$ cat config.mk
export PLATFORM = sky130hd
export DESIGN_NAME = bram_ctrl
export DESIGN_NICKNAME = d
export VERILOG_FILES = /design/src/rtl/bram_ctrl.sv
export SDC_FILE = /design/constraint.sdc
export NUM_CORES = 1
export LEC_CHECK = 0
export ABC_AREA = 0
export CELL_PAD_IN_SITES_DETAIL_PLACEMENT = 0
export CELL_PAD_IN_SITES_GLOBAL_PLACEMENT = 1
export CORE_MARGIN = 8
export CORE_UTILIZATION = 46
export DETAILED_ROUTE_END_ITERATION = 8
export GPL_TIMING_DRIVEN = 0
export PLACE_DENSITY = 0.93
export SLEW_MARGIN = 20
export SYNTH_ARGS = -nofsm -noshare
export SYNTH_HDL_FRONTEND = slang
export SYNTH_SLANG_ARGS = --single-unit
$ cat constraint.sdc
create_clock -name clk -period 3.9 [get_ports clk]
set_input_delay 0.585 -clock clk [delete_from_list [all_inputs] [get_ports clk]]
set_output_delay 0.585 -clock clk [all_outputs]
set_load 0.05 [all_outputs]
$ cat src/rtl/bram_ctrl.sv
// Initiator-side controller for a single-port bram with 1-cycle registered read latency.
// Optional power-up clear sweep of the whole bram is enabled by defining BRAM_CTRL_CLEAR_EN.
module bram_ctrl #(
    parameter int DATA_WIDTH = 32,
    parameter int ADDR_WIDTH = 4,
    parameter int RSP_DEPTH  = 4
) (
    input  logic                  clk,
    input  logic                  rst,
    input  logic                  cmd_valid,
    output logic                  cmd_ready,
    input  logic                  cmd_wr,
    input  logic [ADDR_WIDTH-1:0] cmd_addr,
    input  logic [DATA_WIDTH-1:0] cmd_wdata,
    output logic                  rsp_valid,
    input  logic                  rsp_ready,
    output logic [DATA_WIDTH-1:0] rsp_data,
    output logic                  mem_wr,
    output logic [ADDR_WIDTH-1:0] mem_addr,
    output logic [DATA_WIDTH-1:0] mem_wdata,
    input  logic [DATA_WIDTH-1:0] mem_rdata,
    output logic                  busy,
    output logic [1:0]            dbg_state
);

    localparam int PTR_W = $clog2(RSP_DEPTH);
    localparam int CNT_W = $clog2(RSP_DEPTH) + 1;
    localparam logic [CNT_W:0] DEPTH_V = (CNT_W + 1)'(RSP_DEPTH);

    typedef enum logic [1:0] {
        S_INIT  = 2'd0,
        S_CLEAR = 2'd1,
        S_RUN   = 2'd2
    } state_t;

    // Handshakes: a command transfers on a rising edge where cmd_valid & cmd_ready,
    // a response transfers where rsp_valid & rsp_ready; neither ready waits on its valid.

    state_t state_q, state_d;

    logic                  read_pending_q, read_pending_d;
    logic [CNT_W-1:0]      count_q, count_d;
    logic [PTR_W-1:0]      wr_ptr_q, wr_ptr_d;
    logic [PTR_W-1:0]      rd_ptr_q, rd_ptr_d;
    logic [DATA_WIDTH-1:0] fifo_q [RSP_DEPTH];
    logic [DATA_WIDTH-1:0] fifo_d [RSP_DEPTH];

    logic [CNT_W:0] in_use;
    logic           credit_ok;
    logic           rd_accept;
    logic           push;
    logic           pop;

`ifdef BRAM_CTRL_CLEAR_EN
    logic [ADDR_WIDTH-1:0] clr_cnt_q, clr_cnt_d;
`endif

    // ---------------- FSM: state register ----------------
    always_ff @(posedge clk or negedge rst) begin
        if (!rst) begin
            state_q <= S_INIT;
        end else begin
            state_q <= state_d;
        end
    end

    // ---------------- FSM: next state ----------------
    always_comb begin
        state_d = state_q;
        case (state_q)
            S_INIT: begin
`ifdef BRAM_CTRL_CLEAR_EN
                state_d = S_CLEAR;
`else
                state_d = S_RUN;
`endif
            end
            S_CLEAR: begin
`ifdef BRAM_CTRL_CLEAR_EN
                if (clr_cnt_q == {ADDR_WIDTH{1'b1}}) begin
                    state_d = S_RUN;
                end
`else
                state_d = S_RUN;
`endif
            end
            S_RUN:   state_d = S_RUN;
            default: state_d = S_INIT;
        endcase
    end

`ifdef BRAM_CTRL_CLEAR_EN
    // Sweep address restarts at 0 whenever the FSM re-enters S_CLEAR after a reset.
    always_comb begin
        clr_cnt_d = '0;
        if (state_q == S_CLEAR) begin
            clr_cnt_d = clr_cnt_q + ADDR_WIDTH'(1);
        end
    end

    always_ff @(posedge clk or negedge rst) begin
        if (!rst) begin
            clr_cnt_q <= '0;
        end else begin
            clr_cnt_q <= clr_cnt_d;
        end
    end
`endif

    // A read holds a credit from acceptance until its data lands in the FIFO.
    always_comb begin
        in_use    = {1'b0, count_q} + {{CNT_W{1'b0}}, read_pending_q};
        credit_ok = (in_use < DEPTH_V);
    end

    // ---------------- FSM: outputs ----------------
    always_comb begin
        cmd_ready = 1'b0;
        mem_wr    = 1'b0;
        mem_addr  = '0;
        mem_wdata = '0;
        case (state_q)
            S_RUN: begin
                cmd_ready = credit_ok;
                mem_wr    = cmd_valid & credit_ok & cmd_wr;
                mem_addr  = cmd_addr;
                mem_wdata = cmd_wdata;
            end
            S_CLEAR: begin
`ifdef BRAM_CTRL_CLEAR_EN
                mem_wr   = 1'b1;
                mem_addr = clr_cnt_q;
`endif
            end
            default: begin
                cmd_ready = 1'b0;
            end
        endcase
    end

    always_comb begin
        busy      = (state_q != S_RUN) | read_pending_q | (|count_q);
        dbg_state = state_q;
    end

    // ---------------- read tracking and response FIFO ----------------
    always_comb begin
        rd_accept      = cmd_valid & cmd_ready & ~cmd_wr;
        read_pending_d = rd_accept;
        push           = read_pending_q;
        pop            = rsp_valid & rsp_ready;

        wr_ptr_d = push ? wr_ptr_q + PTR_W'(1) : wr_ptr_q;
        rd_ptr_d = pop  ? rd_ptr_q + PTR_W'(1) : rd_ptr_q;

        count_d = count_q;
        case ({push, pop})
            2'b10:   count_d = count_q + CNT_W'(1);
            2'b01:   count_d = count_q - CNT_W'(1);
            default: count_d = count_q;
        endcase

        fifo_d = fifo_q;
        if (push) begin
            fifo_d[wr_ptr_q] = mem_rdata;
        end
    end

    always_comb begin
        rsp_valid = (count_q != '0);
        rsp_data  = fifo_q[rd_ptr_q];
    end

    always_ff @(posedge clk or negedge rst) begin
        if (!rst) begin
            read_pending_q <= 1'b0;
            count_q        <= '0;
            wr_ptr_q       <= '0;
            rd_ptr_q       <= '0;
            fifo_q         <= '{default: '0};
        end else begin
            read_pending_q <= read_pending_d;
            count_q        <= count_d;
            wr_ptr_q       <= wr_ptr_d;
            rd_ptr_q       <= rd_ptr_d;
            fifo_q         <= fifo_d;
        end
    end

    // The credit rule must make a push into a full FIFO impossible.
    a_no_overflow: assert property (@(posedge clk) disable iff (!rst)
        (push && !pop) |-> (count_q != CNT_W'(RSP_DEPTH)));

    a_rsp_stable: assert property (@(posedge clk) disable iff (!rst)
        (rsp_valid && !rsp_ready) |=> $stable(rsp_data));

endmodule

==> run_results.csv, run 1 <==
group,metric,value,unit
run_status,status,"complete, no violations",
critical_path,required,3.31,ns
logic_synthesis,syn_nets,474,
logic_synthesis,yosysTopAreaCell,"dfrtp_1",
drt,wire_per_inst,20.7,µm
clock_network,cts.sinks,137,
grt,grt_pass1_wl,25500,µm
drt,avgViaCountPerCell,5.21,
critical_path,crit_type,"register to output port",
sta,period_share,79.2,%
logic_synthesis,netlist_instances,395,
layout,layout_common_cells,"144 x clkdlybuf4s50_1, 137 x dfrtp_1, 120 x mux2_4, 36 x and2_1, 28 x mux4_2",
clock_network,root_buffer,"clkbuf_16",
die,die_area,19000,µm²
drt,antenna_left,0,
critical_path,path_max_fanout,10,
hold_path,hp-class,"primary input to asynchronous set/reset pin",
sta,skew,0.00621,ns
logic_synthesis,synth-compound-area-share,0.421,%
drt,drc_errors,0,
logic_synthesis,yosys.area_share.xor_xnor,0.770,%
critical_path,reg2regPathDepth,7,
clock_network,cts_hold_buffers,0,
logic_synthesis,ys_seq_area_share,50.2,%
layout,drive_gt1_share,37.5,%
clock_network,cts_tree,"built",
logic_synthesis,synth_simple_gate_area_share,4.53,%
clock_network,cts_made_buffers,17,
sta,setup_viol,0,
flow_run,maxCapViolations,0,
sta,max_slew_margin,62.3,%
logic_synthesis,synthMuxAreaShare,38.6,%
logic_synthesis,synth_top_area_share,50.2,%
logic_synthesis,ys_ff_latch,137,
power_and_ir_drop,p_total,0.00834,W
logic_synthesis,synth_top_family_by_area,"multiplexers",
logic_synthesis,synthAdderAreaFrac,1.21,%
logic_synthesis,ys.warnings.count,0,
clock_network,clkLatencyLatePin,0.42,ns
sta,drv_slew,0,
power_and_ir_drop,power_density,914,nW/µm²
critical_path,startpoint_type,"register",
sta,finalHoldViolations,0,
grt,grt_pass1_vias,4705,
sta,holdWs,0.0834,ns
drt,drt_iter0_markers,176,
sta,worstMarginPinSlew,0.563,ns
power_and_ir_drop,vdd_drop_max,0.452,mV
clock_network,cts_htree_levels,4,
grt,grtUsageTotal,17.7,%
logic_synthesis,synth_area_leaders,"dfrtp_1 50%, mux2_4 26%, mux4_2 9.2%",
logic_synthesis,synth_area_per_cell,17.3,µm²
layout,finish.utilization,62.8,%
layout,final_common_cell,"clkdlybuf4s50_1",
placement,port_buffers,145,
die,coreArea,14500,µm²
drt,vias,3944,
clock_network,max-clock-path-buffers,2,
clock_network,clk_pin_slew,0.06,ns
critical_path,cp.arrival,2.51,ns
critical_path,r2r_end,"count_q[2]",
logic_synthesis,synth.distinct_cells,28,
layout,area_delta_synth_final,33.6,%
grt,gr-total-overflow,0,
layout,layout.nets,639,
grt,antenna_found_initial,0,
critical_path,endpoint_kind,"output port",
clock_network,cts_setup_buffers,0,
critical_path,rr_startpoint,"count_q[0]",
sta,max_freq,324,MHz
logic_synthesis,synth_area,6830,µm²
die,pin_count,147,
die,row_count,44,
grt,grt_max_degree,86,
sta,finalCriticalPeriod,3.09,ns
clock_network,postCtsResizedCells,0,
die,die_h,138,µm
drt,first_pass_iters,6,
placement,gp_congestion,0.791,
layout,antenna_cells,0,
power_and_ir_drop,leakage,4.30,nW
sta,timing.final.ws_setup,0.809,ns
critical_path,rrSetupSlack,2.04,ns
placement,post-dp-hpwl,10900,µm
placement,dp_worst_setup_slack,1.24,ns
drt,drt_wl_total,15700,µm
die,die_w,138,µm
sta,rsz0062_at_grt,"false",
die,start_util,47.0,%
[logic make-up after synthesis]
kind of cell    Yosys count
buf+inv                  33
mux                     161
xor+xnor                  6
flops                   137
compound gates            3
simple gates             47
fa+ha+maj                 6
other cells               2
[cell usage after synthesis (all sizes together)]
library cell / n
o31a: 1
mux2i: 1
or3: 2
xor2: 4
conb: 2
nand2: 6
o21ai: 1
and3b: 1
fa: 1
xnor2: 2
and2: 36
nor2: 1
a311oi: 1
buf: 21
mux2: 128
and3: 1
clkbuf: 5
dfrtp: 137
inv: 7
mux4: 32
ha: 5
[layout make-up]
type                    count  area, µm²
well taps                 184        230
multi-input cells         225       3120
plain buffers              26        256
flip-flops and latches    137       3430
fillers                  1079       5410
clock inverters             9       95.1
inverters                   7       26.3
clock buffers              23        488
repair buffers            146       1480
[power by group]
part | internal [W] | switching, W | total [W]
Clock | 0.00100 | 0.000587 | 0.00159
Combinational | 0.00215 | 0.00204 | 0.00419
Sequential | 0.00215 | 0.000418 | 0.00256
Total | 0.00529 | 0.00305 | 0.00834
[flip-flops by register name (all words and copies together), names as in the netlist]
name / flops
wr_ptr_q: 2
count_q: 3
push: 1
dbg_state: 1
rd_ptr_q: 2
fifo_q: 128
[critical path, cell delays in order, from the launching register on]
cell and delay, ns:
dfrtp_1 0.32, clkbuf_1 0.27, buf_2 0.39, mux4_2 0.36
clkdlybuf4s50_1 0.75
[per-stage QoR]
step	TNS, ns	std cells	area [µm²]
after floorplan	0	395	6830
after global placement	-394.56	724	8510
after detailed placement	0	725	8540
after CTS	0	757	9130
after global routing	0	757	9130
final	0	757	9130
[layer usage]
| metal | vias up | track usage [%] | wire length (µm) |
|---|---|---|---|
| met5 | - | 0 | 0 |
| met3 | 25 | 7.77 | 1440 |
| li1 | 1744 | - | - |
| met1 | 2017 | 21.7 | 6610 |
| met2 | 158 | 27.0 | 7320 |
| met4 | 0 | 6.81 | 303 |
[worst max-delay path by stage]
stage                  from           end  slack [ns]
2_1_floorplan  dbg_state[1]        mem_wr        0.99
3_3_place_gp            rst    fifo_q[11]       -2.89
3_5_place_dp      cmd_valid        mem_wr        1.24
4_1_cts         rd_ptr_q[1]   rsp_data[9]        0.79
5_1_grt         rd_ptr_q[1]  rsp_data[13]        0.67
6_report        rd_ptr_q[1]   rsp_data[9]        0.81
No activity file was read; power rests on OpenSTA's default activity.
==> inputs of run 2 (changes only) <==
- CORE_UTILIZATION: 46 -> 39
- PLACE_DENSITY: 0.93 -> 0.84
- clock period: 3.9 -> 2.6 ns (I/O delays scaled with it)
==> run_results.csv, run 2 (synthesis results as in run 1) <==
group,metric,value,unit
hold_path,hold_depth,1,
clock_network,cts.sinks,137,
layout,fillers,1412,
layout,instances_no_fill,799,
layout,drive_gt1_share,37.3,%
grt,grt_pass1_wl,25900,µm
grt,grt_pass1_vias,4669,
drt,drt_wl_total,15800,µm
power_and_ir_drop,leakage,4.41,nW
layout,reg_top3,"fifo_q: 128 flops, count_q: 3 flops",
die,start_util,39.6,%
hold_path,hold_start,"fifo_q[31]",
drt,drt_iter0_markers,125,
clock_network,cts_tree,"built",
grt,gr-total-overflow,0,
clock_network,max-clock-path-buffers,2,
clock_network,cts_htree_levels,4,
critical_path,path_max_fanout,10,
critical_path,required,2.21,ns
grt,use_met1,18.3,%
sta,skew,0.00583,ns
critical_path,cpMaxStageDelayCell,"dlygate4sd2_1",
critical_path,reg2regPathDepth,7,
sta,timing.final.ws_setup,0.0779,ns
power_and_ir_drop,power_density,1320,nW/µm²
clock_network,clkLatencyLatePin,0.41,ns
critical_path,startpoint_type,"register",
sta,period_share,97.0,%
critical_path,cp.arrival,2.13,ns
drt,antenna_left,0,
critical_path,r2r_end,"count_q[2]",
sta,drv_slew,0,
layout,regMostFlops,"fifo_q",
placement,gp_congestion,0.727,
clock_network,clk_pin_slew,0.05,ns
die,pin_count,147,
critical_path,rr_startpoint,"count_q[0]",
clock_network,root_buffer,"clkbuf_16",
layout,multiInputGateArea,3130,µm²
layout,layout_common_cells,"137 x dfrtp_1, 120 x mux2_4, 79 x clkdlybuf4s50_1, 62 x dlygate4sd2_1, 36 x and2_1",
drt,first_pass_iters,4,
die,die_area,22000,µm²
die,die_w,148,µm
grt,grt_max_degree,73,
critical_path,crit_type,"register to output port",
layout,final_common_cell,"dfrtp_1",
drt,drc_errors,0,
clock_network,cts_made_buffers,17,
sta,max_freq,396,MHz
placement,port_buffers,145,
sta,finalCriticalPeriod,2.52,ns
sta,rsz0062_at_grt,"false",
layout,largest_register_ff_count,128,
die,coreArea,17200,µm²
critical_path,worst_path_largest_cell_delay,0.46,ns
placement,dp_worst_setup_slack,0.130,ns
clock_network,cts_setup_buffers,0,
layout,layout.nets,640,
hold_path,worst_hold_path.endpoint,"fifo_q[31]",
run_status,status,"complete, no violations",
layout,antenna_cells,0,
hold_path,hp-class,"register to register",
layout,ff_latch_area,3430,µm²
grt,grt_use_met3,5.29,%
sta,worstMarginPinSlew,0.565,ns
drt,vias,3877,
drt,wire_per_inst,19.8,µm
drt,avgViaCountPerCell,4.85,
grt,busiest_layer,"met2",
die,row_count,48,
flow_run,maxCapViolations,0,
placement,placed_cells,766,
power_and_ir_drop,vdd_drop_max,0.878,mV
layout,area_delta_synth_final,33.0,%
die,die_h,148,µm
sta,finalHoldViolations,0,
critical_path,rrSetupSlack,0.70,ns
grt,grtUsageTotal,15.1,%
grt,met2_usage,25.5,%
sta,setup_viol,0,
critical_path,crit_chain,"clkbuf_1 > buf_4 > mux4_1 > dlygate4sd2_1",
grt,antenna_found_initial,1,
critical_path,endpoint_kind,"output port",
sta,max_slew_margin,62.5,%
placement,post-dp-hpwl,11100,µm
[run 2: cell types whose count changed in the layout (fill, tap and decap cells not counted), sizes merged]
cell,before,now
bufinv,2,1
dlygate4sd3,0,1
clkdlybuf4s15,0,3
clkdlybuf4s50,144,79
clkinvlp,0,2
dlygate4sd2,0,62
clkinv,7,6
[run 2: report_power, final]
group          total [W]  switching [W]  internal, W
Sequential       0.00385       0.000627      0.00322
Combinational    0.00598        0.00306      0.00292
Clock            0.00219       0.000859      0.00133
Total             0.0120        0.00455      0.00746
[run 2: through the flow]
stage | area [µm²] | power, W | utilization, % | hold WS, ns | TNS (ns)
3_5_place_dp | 8610 | 0.0102 | 49.9 | 0.373 | 0
6_report | 9080 | 0.0120 | 52.7 | 0.501 | 0
3_3_place_gp | 8570 | 0.0100 | 49.7 | 0.479 | -541.62
5_1_grt | 9080 | 0.0126 | 52.7 | 0.515 | 0
4_1_cts | 9080 | 0.0122 | 52.7 | 0.504 | 0
2_1_floorplan | 6840 | 0.00870 | - | 0.0944 | 0
[run 2: layout make-up]
| class | count | area share [%] |
|---|---|---|
| tap | 225 | 3.10 |
| inverter | 7 | 0.289 |
| buffer | 26 | 2.91 |
| timing repair buffer | 147 | 15.6 |
| clock inverter | 9 | 0.827 |
| clock buffer | 23 | 5.04 |
| multi-input combinational | 225 | 34.5 |
| sequential | 137 | 37.8 |
[run 2: critical path, delay by kind of cell, from the launching register on]
family	cells	cell delay [ns]
buffers and inverters	3	1.04
flip-flops	1	0.31
multiplexers	1	0.36
[run 2: how the worst max path moves through the flow]
stage	from	to	slack, ns	cells after the start
2_1_floorplan	dbg_state[1]	mem_wr	0.09	4
5_1_grt	rd_ptr_q[1]	rsp_data[20]	0.001	4
6_report	rd_ptr_q[1]	rsp_data[20]	0.08	4
4_1_cts	rd_ptr_q[1]	rsp_data[20]	0.05	4
3_3_place_gp	rst	dbg_state[1]	-3.96	1
3_5_place_dp	rd_ptr_q[1]	rsp_data[20]	0.13	4
[run 2: routing by layer]
metal  routed length, µm  vias to the layer above
li1                    -                     1747
met1                6770                     2039
met2                8130                       76
met3                 804                       13
met4                  87                        2
met5                  13                        -
[run 2: timing repair]
action,CTS,global route
setup endpoints to repair,65,1
endpoints found under the hold margin,65,0
hold buffers,1,0
gates resized for setup,72,1
==> inputs of run 3 (changes only) <==
- SETUP_SLACK_MARGIN: unset -> 0.02
==> run_results.csv, run 3 (synthesis results as in run 1) <==
group,metric,value,unit
layout,layout_common_cells,"137 x dfrtp_1, 120 x mux2_4, 79 x clkdlybuf4s50_1, 63 x dlygate4sd2_1, 36 x and2_1",
clock_network,cts_made_buffers,17,
sta,drv_slew,0,
critical_path,reg2regPathDepth,7,
sta,rsz0062_at_grt,"true",
power_and_ir_drop,vdd_drop_max,0.880,mV
drt,wire_per_inst,19.8,µm
sta,max_slew_margin,62.5,%
layout,antenna_cells,0,
grt,grt_max_degree,73,
power_and_ir_drop,p_comb_share,49.6,%
placement,placed_cells,766,
hold_path,worst_hold_path.endpoint,"fifo_q[31]",
die,coreArea,17200,µm²
critical_path,cp.arrival,2.07,ns
grt,grt_pass1_wl,25900,µm
critical_path,rr_startpoint,"count_q[0]",
power_and_ir_drop,switching_share,37.9,%
drt,first_pass_iters,4,
hold_path,hold_depth,1,
power_and_ir_drop,p_clk_share,18.2,%
drt,avgViaCountPerCell,4.85,
layout,finish.utilization,52.6,%
die,die_w,148,µm
placement,dp_worst_setup_slack,0.130,ns
drt,drc_errors,0,
layout,fillers,1411,
placement,post-dp-hpwl,11100,µm
clock_network,cts.sinks,137,
layout,final_common_cell,"dfrtp_1",
critical_path,required,2.21,ns
clock_network,cts_tree,"built",
placement,port_buffers,145,
layout,instances_no_fill,798,
layout,ff_latch_area,3430,µm²
sta,max_freq,407,MHz
drt,drt_iter0_markers,134,
power_and_ir_drop,p_int,0.00745,W
power_and_ir_drop,p_switching,0.00455,W
critical_path,path_max_fanout,10,
critical_path,endpoint_kind,"output port",
clock_network,cts_htree_levels,4,
sta,finalCriticalPeriod,2.46,ns
hold_path,hold_start,"fifo_q[31]",
clock_network,max-clock-path-buffers,2,
sta,worstMarginPinSlew,0.565,ns
clock_network,cts_setup_buffers,0,
flow_run,maxCapViolations,0,
die,row_count,48,
sta,tns,0,ns
critical_path,r2r_end,"count_q[2]",
layout,layout.nets,639,
clock_network,clk_pin_slew,0.05,ns
power_and_ir_drop,power_frac_seq,32.2,%
die,start_util,39.6,%
die,die_area,22000,µm²
grt,grtUsageTotal,15.1,%
drt,antenna_left,0,
sta,period_share,94.6,%
layout,reg_top3,"fifo_q: 128 flops, count_q: 3 flops",
layout,largest_register_ff_count,128,
clock_network,root_buffer,"clkbuf_16",
grt,grt_pass1_vias,4669,
run_status,status,"complete, no violations",
layout,area_delta_synth_final,32.9,%
grt,gr-total-overflow,0,
power_and_ir_drop,power_density,1320,nW/µm²
critical_path,crit_type,"register to output port",
critical_path,rrSetupSlack,0.69,ns
layout,drive_gt1_share,37.2,%
die,die_h,148,µm
sta,holdWs,0.501,ns
grt,antenna_found_initial,1,
layout,regMostFlops,"fifo_q",
drt,vias,3872,
power_and_ir_drop,leakage,4.41,nW
critical_path,startpoint_type,"register",
placement,gp_congestion,0.727,
drt,drt_wl_total,15800,µm
hold_path,hp-class,"register to register",
sta,finalHoldViolations,0,
sta,setup_viol,0,
die,pin_count,147,
sta,timing.final.ws_setup,0.140,ns
layout,multiInputGateArea,3130,µm²
sta,skew,0.00591,ns
clock_network,clkLatencyLatePin,0.41,ns
==> run 3: critical path: stages, from the launching register on <==
cell,delay [ns]
dfrtp_1,0.33
buf_6,0.16
buf_12,0.17
mux4_2,0.53
dlygate4sd2_1,0.45
==> run 3: worst max path at each step <==
stage | startpoint | end | slack, ns | cells past startpoint
detailed placement | rd_ptr_q[1] | rsp_data[20] | 0.13 | 4
global placement | rst | dbg_state[1] | -3.96 | 1
CTS | rd_ptr_q[1] | rsp_data[20] | 0.05 | 4
finish | rd_ptr_q[0] | rsp_data[0] | 0.14 | 4
global route | dbg_state[1] | mem_wr | 0.006 | 5
floorplan | dbg_state[1] | mem_wr | 0.09 | 4
==> run 3: layout make-up <==
| cell class | count | area share (%) |
|---|---|---|
| Clock buffer | 23 | 5.05 |
| Sequential cell | 137 | 37.8 |
| Inverter | 7 | 0.290 |
| Tap cell | 225 | 3.10 |
| Clock inverter | 9 | 0.827 |
| Multi-Input combinational cell | 225 | 34.5 |
| Timing Repair Buffer | 147 | 15.6 |
| Buffer | 25 | 2.87 |
==> run 3: timing repair <==
| item | 4_1_cts | 5_1_grt |
|---|---|---|
| resized for setup | 70 | 1 |
| hold endpoints to repair | 65 | 0 |
| endpoints found under the setup margin | 65 | 2 |
| cloned | 0 | 0 |
| hold buffers | 1 | 0 |
==> run 3: stage by stage <==
| stage | area [µm²] | power, W |
|---|---|---|
| finish | 9070 | 0.0120 |
| floorplan | 6840 | 0.00870 |
| global placement | 8570 | 0.0100 |
| detailed placement | 8610 | 0.0102 |
| CTS | 9080 | 0.0122 |
| global route | 9070 | 0.0126 |
==> run 3: power groups by stage <==
stage,clock (W),sequential [W],combinational [W]
2_1_floorplan,0,0.00364,0.00506
3_3_place_gp,0,0.00377,0.00626
3_5_place_dp,0,0.00386,0.00636
4_1_cts,0.00225,0.00385,0.00606
5_1_grt,0.00233,0.00400,0.00628
6_report,0.00219,0.00386,0.00595
==> run 3: layer usage <==
| layer | track usage, % | vias to the layer above | routed length, µm |
|---|---|---|---|
| met5 | 0 | - | 13 |
| met4 | 2.75 | 2 | 87 |
| met3 | 5.29 | 13 | 837 |
| met2 | 25.5 | 82 | 8110 |
| met1 | 18.3 | 2030 | 6760 |
| li1 | - | 1745 | - |
